<file path="src/rtl/pause_fade_if.sv">
// Pixel/timing bundle between the pause stage, the fader and arcade_video.
interface pause_fade_if #(
  parameter int RW = 8,
  parameter int GW = 8,
  parameter int BW = 8
);
  logic [RW+GW+BW-1:0] rgb_in;
  logic                hs_in, vs_in, hb_in, vb_in;
  logic [RW+GW+BW-1:0] rgb_out;
  logic                hs_out, vs_out, hb_out, vb_out;

  modport master (
    output rgb_in, hs_in, vs_in, hb_in, vb_in,
    input  rgb_out, hs_out, vs_out, hb_out, vb_out
  );

  modport slave (
    input  rgb_in, hs_in, vs_in, hb_in, vb_in,
    output rgb_out, hs_out, vs_out, hb_out, vb_out
  );
endinterface

</file>
<file path="src/rtl/pause_fade.sv">
// Pause dimmer: fades brightness toward a target one step per STEP_FRAMES
// frames and scales the pixel stream through a 2-stage ce_pix pipeline.
module pause_fade #(
  parameter int RW          = 8,
  parameter int GW          = 8,
  parameter int BW          = 8,
  parameter int STEP_FRAMES = 4,
  parameter int MIN_LEVEL   = 8
) (
  input  logic              clk_sys,
  input  logic              reset,
  input  logic              ce_pix,
  input  logic              dim_request,
  pause_fade_if.slave       vid,
  output logic [4:0]        level,
  output logic              fading
);
  localparam int PW = RW + GW + BW;

  typedef enum logic [1:0] {BRIGHT, FADE_OUT, DIM, FADE_IN} state_t;

  state_t        state_q, state_d;
  logic [4:0]    level_q, level_d;
  logic [7:0]    cnt_q, cnt_d;
  logic          vb_prev_q, vb_prev_d;
  logic [PW-1:0] s1_rgb_q, s1_rgb_d, s2_rgb_q, s2_rgb_d;
  logic [3:0]    s1_sync_q, s1_sync_d, s2_sync_q, s2_sync_d;
  logic [4:0]    s1_lvl_q, s1_lvl_d;

  logic [4:0]    target;
  logic          tick, step;
  logic [RW+4:0] r_prod;
  logic [GW+4:0] g_prod;
  logic [BW+4:0] b_prod;

  always_comb begin
    target    = dim_request ? 5'(MIN_LEVEL) : 5'd16;
    tick      = ce_pix & vid.vb_in & ~vb_prev_q;
    step      = tick && (cnt_q == 8'(STEP_FRAMES - 1));
    state_d   = state_q;
    level_d   = level_q;
    cnt_d     = cnt_q;
    vb_prev_d = ce_pix ? vid.vb_in : vb_prev_q;

    case (state_q)
      BRIGHT: begin
        cnt_d = '0;
        if (dim_request) state_d = FADE_OUT;
      end
      FADE_OUT: begin
        // a reversal wins over a tick landing in the same cycle
        if (!dim_request) begin
          state_d = FADE_IN;
          cnt_d   = '0;
        end else if (step) begin
          cnt_d = '0;
          if (level_q > target) level_d = level_q - 5'd1;
          if (level_d <= target) state_d = DIM;
        end else if (tick) begin
          cnt_d = cnt_q + 8'd1;
        end
      end
      FADE_IN: begin
        if (dim_request) begin
          state_d = FADE_OUT;
          cnt_d   = '0;
        end else if (step) begin
          cnt_d = '0;
          if (level_q < 5'd16) level_d = level_q + 5'd1;
          if (level_d >= 5'd16) state_d = BRIGHT;
        end else if (tick) begin
          cnt_d = cnt_q + 8'd1;
        end
      end
      DIM: begin
        cnt_d = '0;
        if (!dim_request) state_d = FADE_IN;
      end
      default: state_d = BRIGHT;
    endcase
  end

  // products at full width; >>4 then truncate, so level 16 is unity gain
  always_comb begin
    r_prod = (RW+5)'(s1_rgb_q[PW-1 -: RW])    * (RW+5)'(s1_lvl_q);
    g_prod = (GW+5)'(s1_rgb_q[BW+GW-1 -: GW]) * (GW+5)'(s1_lvl_q);
    b_prod = (BW+5)'(s1_rgb_q[BW-1:0])        * (BW+5)'(s1_lvl_q);
    s1_rgb_d  = s1_rgb_q;
    s1_sync_d = s1_sync_q;
    s1_lvl_d  = s1_lvl_q;
    s2_rgb_d  = s2_rgb_q;
    s2_sync_d = s2_sync_q;
    if (ce_pix) begin
      s1_rgb_d  = vid.rgb_in;
      s1_sync_d = {vid.hs_in, vid.vs_in, vid.hb_in, vid.vb_in};
      s1_lvl_d  = level_q;
      s2_rgb_d  = {RW'(r_prod >> 4), GW'(g_prod >> 4), BW'(b_prod >> 4)};
      s2_sync_d = s1_sync_q;
    end
  end

  always_ff @(posedge clk_sys) begin
    if (reset) begin
      state_q   <= BRIGHT;
      level_q   <= 5'd16;
      cnt_q     <= '0;
      vb_prev_q <= 1'b1;
      s1_rgb_q  <= '0;
      s1_sync_q <= '0;
      s1_lvl_q  <= '0;
      s2_rgb_q  <= '0;
      s2_sync_q <= '0;
    end else begin
      state_q   <= state_d;
      level_q   <= level_d;
      cnt_q     <= cnt_d;
      vb_prev_q <= vb_prev_d;
      s1_rgb_q  <= s1_rgb_d;
      s1_sync_q <= s1_sync_d;
      s1_lvl_q  <= s1_lvl_d;
      s2_rgb_q  <= s2_rgb_d;
      s2_sync_q <= s2_sync_d;
    end
  end

  assign vid.rgb_out = s2_rgb_q;
  assign {vid.hs_out, vid.vs_out, vid.hb_out, vid.vb_out} = s2_sync_q;
  assign level  = level_q;
  assign fading = (state_q == FADE_OUT) || (state_q == FADE_IN);
endmodule

</file>
<file path="src/flat_wrapper.sv">
// flat-port wrapper written by rule: the top's interface ports become plain ports
module pause_fade_flat 
#(
  parameter int RW          = 8,
  parameter int GW          = 8,
  parameter int BW          = 8,
  parameter int STEP_FRAMES = 4,
  parameter int MIN_LEVEL   = 8
)
  (clk_sys, reset, ce_pix, dim_request, level, fading, vid_rgb_in, vid_hs_in, vid_vs_in, vid_hb_in, vid_vb_in, vid_rgb_out, vid_hs_out, vid_vs_out, vid_hb_out, vid_vb_out);
  pause_fade_if #(.RW(RW), .GW(GW), .BW(BW)) vid_i ();
  input  logic clk_sys;
  input  logic reset;
  input  logic ce_pix;
  input  logic dim_request;
  output logic [4:0] level;
  output logic fading;
  input wire logic [$bits(vid_i.rgb_in)-1:0] vid_rgb_in;
  input wire logic [$bits(vid_i.hs_in)-1:0] vid_hs_in;
  input wire logic [$bits(vid_i.vs_in)-1:0] vid_vs_in;
  input wire logic [$bits(vid_i.hb_in)-1:0] vid_hb_in;
  input wire logic [$bits(vid_i.vb_in)-1:0] vid_vb_in;
  output wire logic [$bits(vid_i.rgb_out)-1:0] vid_rgb_out;
  output wire logic [$bits(vid_i.hs_out)-1:0] vid_hs_out;
  output wire logic [$bits(vid_i.vs_out)-1:0] vid_vs_out;
  output wire logic [$bits(vid_i.hb_out)-1:0] vid_hb_out;
  output wire logic [$bits(vid_i.vb_out)-1:0] vid_vb_out;
  assign vid_i.rgb_in = vid_rgb_in;
  assign vid_i.hs_in = vid_hs_in;
  assign vid_i.vs_in = vid_vs_in;
  assign vid_i.hb_in = vid_hb_in;
  assign vid_i.vb_in = vid_vb_in;
  assign vid_rgb_out = vid_i.rgb_out;
  assign vid_hs_out = vid_i.hs_out;
  assign vid_vs_out = vid_i.vs_out;
  assign vid_hb_out = vid_i.hb_out;
  assign vid_vb_out = vid_i.vb_out;
  pause_fade #(.RW(RW), .GW(GW), .BW(BW), .STEP_FRAMES(STEP_FRAMES), .MIN_LEVEL(MIN_LEVEL)) u_core (.clk_sys(clk_sys), .reset(reset), .ce_pix(ce_pix), .dim_request(dim_request), .vid(vid_i), .level(level), .fading(fading));
endmodule
</file>
<file path="config.mk">
export PLATFORM = sky130hd
export DESIGN_NAME = pause_fade_flat
export DESIGN_NICKNAME = d
export VERILOG_FILES = /design/src/rtl/pause_fade_if.sv /design/src/rtl/pause_fade.sv /design/src/flat_wrapper.sv
export SDC_FILE = /design/constraint.sdc
export NUM_CORES = 1
export LEC_CHECK = 0
export CAP_MARGIN = 30
export CORE_ASPECT_RATIO = 0.75
export CORE_MARGIN = 4
export CORE_UTILIZATION = 50
export DETAILED_ROUTE_END_ITERATION = 16
export PLACE_DENSITY_LB_ADDON = 0.3
export SLEW_MARGIN = 20
export SYNTH_ARGS = -nofsm -noshare
export SYNTH_HDL_FRONTEND = slang
export SYNTH_SLANG_ARGS = --single-unit
export TNS_END_PERCENT = 20
</file>
<file path="constraint.sdc">
create_clock -name clk_sys -period 9.69 [get_ports clk_sys]
set_clock_uncertainty 0.1 [all_clocks]
set_input_delay 0.969 -clock clk_sys [delete_from_list [all_inputs] [get_ports clk_sys]]
set_output_delay 0.969 -clock clk_sys [all_outputs]
set_load 0.01 [all_outputs]
</file>
==> results of run 1 <==
per-layer routing:
metal  part of all wire  routed length, um  global-route usage  up-vias
li1                   -                  -                   -     2529
met1               0.47               6840               0.279     2502
met2               0.45               6600               0.326      147
met3              0.064                929              0.0445       19
met4              0.012                180              0.0454        0
met5                  0                  0                   0        -
how the worst max path moves through the flow:
stage | end | start | slack, ps | cells after the start
2_1_floorplan | u_core.vid.rgb_out[7] | u_core.s1_lvl_q[4] | 5460 | 13
3_3_place_gp | u_core.vid.rgb_out[7] | u_core.s1_lvl_q[4] | 4860 | 12
3_5_place_dp | u_core.vid.rgb_out[7] | u_core.s1_lvl_q[4] | 4640 | 12
4_1_cts | u_core.vid.rgb_out[7] | u_core.s1_lvl_q[4] | 4640 | 12
5_1_grt | u_core.vid.rgb_out[15] | u_core.s1_lvl_q[3] | 4780 | 13
6_report | u_core.vid.rgb_out[23] | u_core.s1_lvl_q[4] | 5050 | 11
logic make-up after synthesis:
family	Yosys count
compound gates	87
xor+xnor	36
fa+ha+maj	114
flops	77
simple gates	267
buf+inv	110
mux	47
worst max-delay path: stages (launching register included):
cell	delay, ps
dfxtp_1	810
nand2_1	180
fa_1	530
fa_1	510
fa_1	540
inv_1	40
ha_1	330
a21o_1	190
a21oi_1	370
a211oi_1	180
or4_1	490
a311oi_1	250
cell type report:
class,instances,share of cell area
multi-input cells,551,0.593
flip-flops and latches,77,0.205
repair buffers,69,0.0889
inverters,82,0.0410
clock buffers,9,0.0300
well taps,166,0.0276
clock inverters,7,0.0148
power groups by stage:
stage / registers (uW) / clock network, uW / logic, uW
2_1_floorplan: 349 / 0 / 81.8
3_3_place_gp: 354 / 0 / 115
6_report: 349 / 387 / 121
3_5_place_dp: 356 / 0 / 120
5_1_grt: 351 / 407 / 135
4_1_cts: 349 / 393 / 121
state kept, by name, summed over array words and instances (netlist names), named ones only:
name                flops
u_core.s1_rgb_q        24
u_core.vid.rgb_out     24
u_core.cnt_q            8
u_core.s1_lvl_q         5
u_core.level            4
u_core.s1_sync_q        4
u_core.s2_sync_q        4
u_core.state_q          2
u_core.vb_prev_q        1
placed cells by master, fill, tap and decap left out, types with 3 or more instances in the layout:
cell / instances
xor2_1: 12
fa_1: 48
and2_1: 74
a211oi_1: 5
nand4_1: 7
dfxtp_1: 77
o311ai_0: 3
clkbuf_16: 9
o211ai_1: 3
buf_4: 3
a21oi_1: 23
clkdlybuf4s50_1: 63
inv_1: 82
o31ai_1: 3
nand4b_1: 4
ha_1: 66
nand3_1: 6
nor3_1: 4
o21bai_1: 6
o22ai_1: 3
o21a_1: 7
nor2_1: 78
or2_2: 4
mux2i_1: 47
nand2b_1: 3
nor2b_1: 4
inv_8: 3
o21ai_0: 14
nand2_1: 73
xnor2_1: 24
or4_1: 3
metrics by stage:
step	area, um2	hold slack [ps]	total power, uW	util
after floorplan	6450	345	431	-
after global placement	7170	353	469	0.577
after detailed placement	7170	349	475	0.577
after CTS	7510	365	862	0.604
after global routing	7510	401	894	0.604
final	7510	358	856	0.604
==> flow_metrics.env, run 1 <==
export IMPL_hold_buffers=0
export IMPL_crit_fanout=25
export IMPL_power_density_nw_per_um2=114
export IMPL_synthSimpleGateAreaFrac=0.202
export IMPL_place_inst=944
export IMPL_start_util=0.519
export IMPL_hold_violations=0
export IMPL_cp_arrival_ps=4800
export IMPL_synthMuxAreaShare=0.0729
export IMPL_grt_max_degree=68
export IMPL_cp_end_kind="flip-flop"
export IMPL_cap_viol_max_count=0
export IMPL_syn_area_um2=6450
export IMPL_path_class="flip-flop to flip-flop"
export IMPL_worstSkewPairLatency_ps=340
export IMPL_synth_edf_count=0
export IMPL_synthXorXnorAreaFrac=0.0489
export IMPL_status="finished, final reports clean"
export IMPL_clkPwrFrac=0.452
export IMPL_layout_min_cycle_time_ps=4640
export IMPL_worstHoldPathType="flip-flop to flip-flop"
export IMPL_grt_pass1_wl_um=24600
export IMPL_synth_commonest_cells="inv_1, nor2_1, dfxtp_1"
export IMPL_yosysWarningCount=0
export IMPL_synth_adder_area_share=0.277
export IMPL_preCtsSetupSlack_ps=4640
export IMPL_cts_root_buffer="clkbuf_16"
export IMPL_num_rows=35
export IMPL_grt_antenna_before_repair=0
export IMPL_num_vias=5197
export IMPL_start_kind="flip-flop"
export IMPL_synthDistinctLibCells=52
export IMPL_fmax_mhz=216
export IMPL_track_usage=0.202
export IMPL_cts_tree="built"
export IMPL_holdPathStages=2
export IMPL_hpwl_um=10900
export IMPL_wl_per_cell_um=15.1
export IMPL_ios=66
export IMPL_gr_total_overflow=0
export IMPL_slew_headroom=0.368
export IMPL_dieHeight_um=106
export IMPL_final_setup_viol_count=0
export IMPL_cts_sinks=77
export IMPL_finish_net_count=936
export IMPL_min_to="u_core.vid.rgb_out[22]"
export IMPL_setup_slack_ps=5050
export IMPL_synth_avg_cell_area_um2=8.74
export IMPL_synth_cells=738
export IMPL_synth_top_family_by_area="adder cells"
export IMPL_multi_input_area_um2=4450
export IMPL_fin_tns_setup_ps=0
export IMPL_ys_seq_elements=77
export IMPL_synth_nets=884
export IMPL_die_w_um=139
export IMPL_ys_seq_area_frac=0.239
export IMPL_worst_pin_slew_ps=948
export IMPL_p_switching_uw=233
export IMPL_rsz0062_at_grt="false"
export IMPL_grt_pass1_vias=5127
export IMPL_finalMaxSlewViolations=0
export IMPL_ff2ff_setup_slack_ps=5050
export IMPL_port_buffers=65
export IMPL_ff_latch_area_um2=1540
export IMPL_fin_cells=961
export IMPL_finalCritPeriodShare=0.479
export IMPL_drt_first_iter_violations=329
export IMPL_drtAntennaViolNets=0
export IMPL_coreArea_um2=12400
export IMPL_routabilityCongestion=0.842
export IMPL_required_ps=9850
export IMPL_antenna_cells=0
export IMPL_seqPwrFrac=0.407
export IMPL_synthArstFlopShare=0
export IMPL_hp_start="u_core.vid.rgb_out[22]"
export IMPL_dieArea_um2=14800
export IMPL_synth_top_cells_by_area="dfxtp_1, fa_1, ha_1, mux2i_1, and2_1"
export IMPL_cts_resized=0
export IMPL_num_fill_cells=1087
export IMPL_cts_htree_levels=3
export IMPL_r2r_cells=11
export IMPL_cts_buffers=9
export IMPL_cts_path_max_buffers=2
export IMPL_swShare=0.273
export IMPL_yosysMostFrequentCell="inv_1"
export IMPL_path_clk_slew_ps=70
export IMPL_synth_compound_area_frac=0.0892
export IMPL_drive_gt1_frac=0.0365
export IMPL_avgViaCountPerCell=5.41
export IMPL_drtPass1Iterations=5
export IMPL_combinationalPowerShare=0.141
export IMPL_synth_area_leader_cell="dfxtp_1"
export IMPL_synthFlopType="dfxtp_1"
export IMPL_ir_drop_v=0.0000901
export IMPL_p_leak_uw=0.00349
export IMPL_routed_wl_um=14500
export IMPL_r2r_end="u_core.vid.rgb_out[23]"
export IMPL_synth_top_area_share=0.239
export IMPL_area_growth_pct=16.5
export IMPL_intPower_uw=622
export IMPL_cts_setup_buffers=0
export IMPL_r2r_start="u_core.s1_lvl_q[4]"
export IMPL_drc_errors=0
No activity file was read; power rests on OpenSTA's default activity.
==> run 2: changes to the inputs <==
==> constraint.sdc (replaced) <==
create_clock -name clk_sys -period 4.6 [get_ports clk_sys]
set_clock_uncertainty 0.1 [all_clocks]
set_input_delay 0.46 -clock clk_sys [delete_from_list [all_inputs] [get_ports clk_sys]]
set_output_delay 0.46 -clock clk_sys [all_outputs]
set_load 0.01 [all_outputs]
==> flow_metrics.env, run 2 (synthesis results as in run 1) <==
export IMPL_place_area_um2=7200
export IMPL_hpwl_um=11000
export IMPL_combinationalPowerShare=0.149
export IMPL_cts_tree="built"
export IMPL_multi_input_area_um2=4460
export IMPL_wl_per_cell_um=15.0
export IMPL_track_usage=0.203
export IMPL_drt_first_iter_violations=272
export IMPL_cp_end_kind="flip-flop"
export IMPL_path_buf_inv=1
export IMPL_mostFrequentLayoutCell="inv_1"
export IMPL_ios=66
export IMPL_die_w_um=139
export IMPL_cts_sinks=77
export IMPL_place_inst=948
export IMPL_slew_headroom=0.377
export IMPL_dieHeight_um=106
export IMPL_cts_path_max_buffers=2
export IMPL_num_rows=35
export IMPL_cts_buffers=9
export IMPL_hold_buffers=0
export IMPL_cp_arrival_ps=4440
export IMPL_drtAntennaViolNets=0
export IMPL_path_cells="nand2_1, fa_1, fa_1, fa_1, inv_1, ha_1, a21o_1, a21oi_1, a211oi_1, or4_1, a311oi_1"
export IMPL_coreArea_um2=12400
export IMPL_path_clk_slew_ps=70
export IMPL_drc_errors=0
export IMPL_p_leak_uw=0.00349
export IMPL_antenna_cells=0
export IMPL_gr_total_overflow=0
export IMPL_routed_wl_um=14500
export IMPL_clkPwrFrac=0.427
export IMPL_swShare=0.277
export IMPL_port_buffers=65
export IMPL_cts_htree_levels=3
export IMPL_hold_violations=0
export IMPL_power_density_nw_per_um2=230
export IMPL_start_util=0.519
export IMPL_p_switching_uw=479
export IMPL_drive_gt1_frac=0.0451
export IMPL_cts_setup_buffers=0
export IMPL_grt_pass1_vias=5165
export IMPL_final_area_um2=7520
export IMPL_cts_root_buffer="clkbuf_16"
export IMPL_finalMaxSlewViolations=0
export IMPL_fmax_mhz=233
export IMPL_worst_pin_slew_ps=935
export IMPL_layout_common_cells="inv_1, nor2_1, and2_1, dfxtp_1, nand2_1"
export IMPL_cp_slowest_stage_delay_ps=550
export IMPL_preCtsSetupSlack_ps=-16.3
export IMPL_ir_drop_v=0.000178
export IMPL_finalCritPeriodShare=0.931
export IMPL_finish_net_count=939
export IMPL_dieArea_um2=14800
export IMPL_cap_viol_max_count=0
export IMPL_fin_cells=964
export IMPL_required_ps=4750
export IMPL_grt_antenna_before_repair=0
export IMPL_worstHoldPathType="input port to flip-flop"
export IMPL_num_vias=5129
export IMPL_avgViaCountPerCell=5.32
export IMPL_cpLargestDelayFamily="adder cells"
export IMPL_area_growth_pct=16.6
export IMPL_intPower_uw=1250
export IMPL_setup_slack_ps=316
export IMPL_ff_latch_area_um2=1550
export IMPL_cts_resized=1
export IMPL_routabilityCongestion=0.908
export IMPL_worstSkewPairLatency_ps=340
export IMPL_crit_fanout=12
export IMPL_seqPwrFrac=0.424
export IMPL_layout_min_cycle_time_ps=4280
export IMPL_crit_path_top_delay_cell="fa_1"
export IMPL_start_kind="flip-flop"
export IMPL_grt_max_degree=68
export IMPL_p_total_uw=1730
export IMPL_drtPass1Iterations=5
export IMPL_rsz0062_at_grt="true"
export IMPL_path_class="flip-flop to flip-flop"
export IMPL_num_fill_cells=1068
export IMPL_grt_pass1_wl_um=24700
export IMPL_final_setup_viol_count=0
export IMPL_cpMostUsedCell="fa_1"
export IMPL_status="finished, final reports clean"
run 2: worst paths after layout:
kind,from,end,slack [ps],cells after the start
hold reg to reg,u_core.vid.rgb_out[22],u_core.vid.rgb_out[22],360,2
hold / removal,ce_pix,u_core.vb_prev_q,320,3
setup reg to reg,u_core.s1_lvl_q[4],u_core.vid.rgb_out[23],320,11
setup / recovery,u_core.s1_lvl_q[4],u_core.vid.rgb_out[23],320,11
run 2: worst min-delay path: stages:
cell and delay, ps:
buf_2 110, nand2_1 100, nand2_1 70
run 2: area by class of cell:
cell class                 instances  area share
sequential                        77       0.206
clock buffer                       9      0.0299
timing repair buffer              72      0.0921
clock inverter                     7      0.0108
multi-input combinational        551       0.593
inverter                          82      0.0409
tap                              166      0.0276
run 2: layer usage:
layer	track usage	wire, um
met1	0.279	6930
met2	0.330	6600
met3	0.0432	837
met4	0.0433	132
met5	0	0
run 2: power by group through the flow:
stage | Sequential, uW | Combinational, uW | Clock [uW]
after global routing | 738 | 288 | 787
after detailed placement | 747 | 258 | 0
after CTS | 733 | 260 | 755
after global placement | 745 | 244 | 0
final | 733 | 257 | 739
after floorplan | 736 | 172 | 0
run 2: metrics by stage:
stage          utilization  hold WS [ps]  setup TNS [ps]
5_1_grt              0.605           356           -8.28
3_3_place_gp         0.579           349               0
6_report             0.605           317               0
2_1_floorplan            -           345               0
3_5_place_dp         0.579           343           -16.3
4_1_cts              0.604           311               0
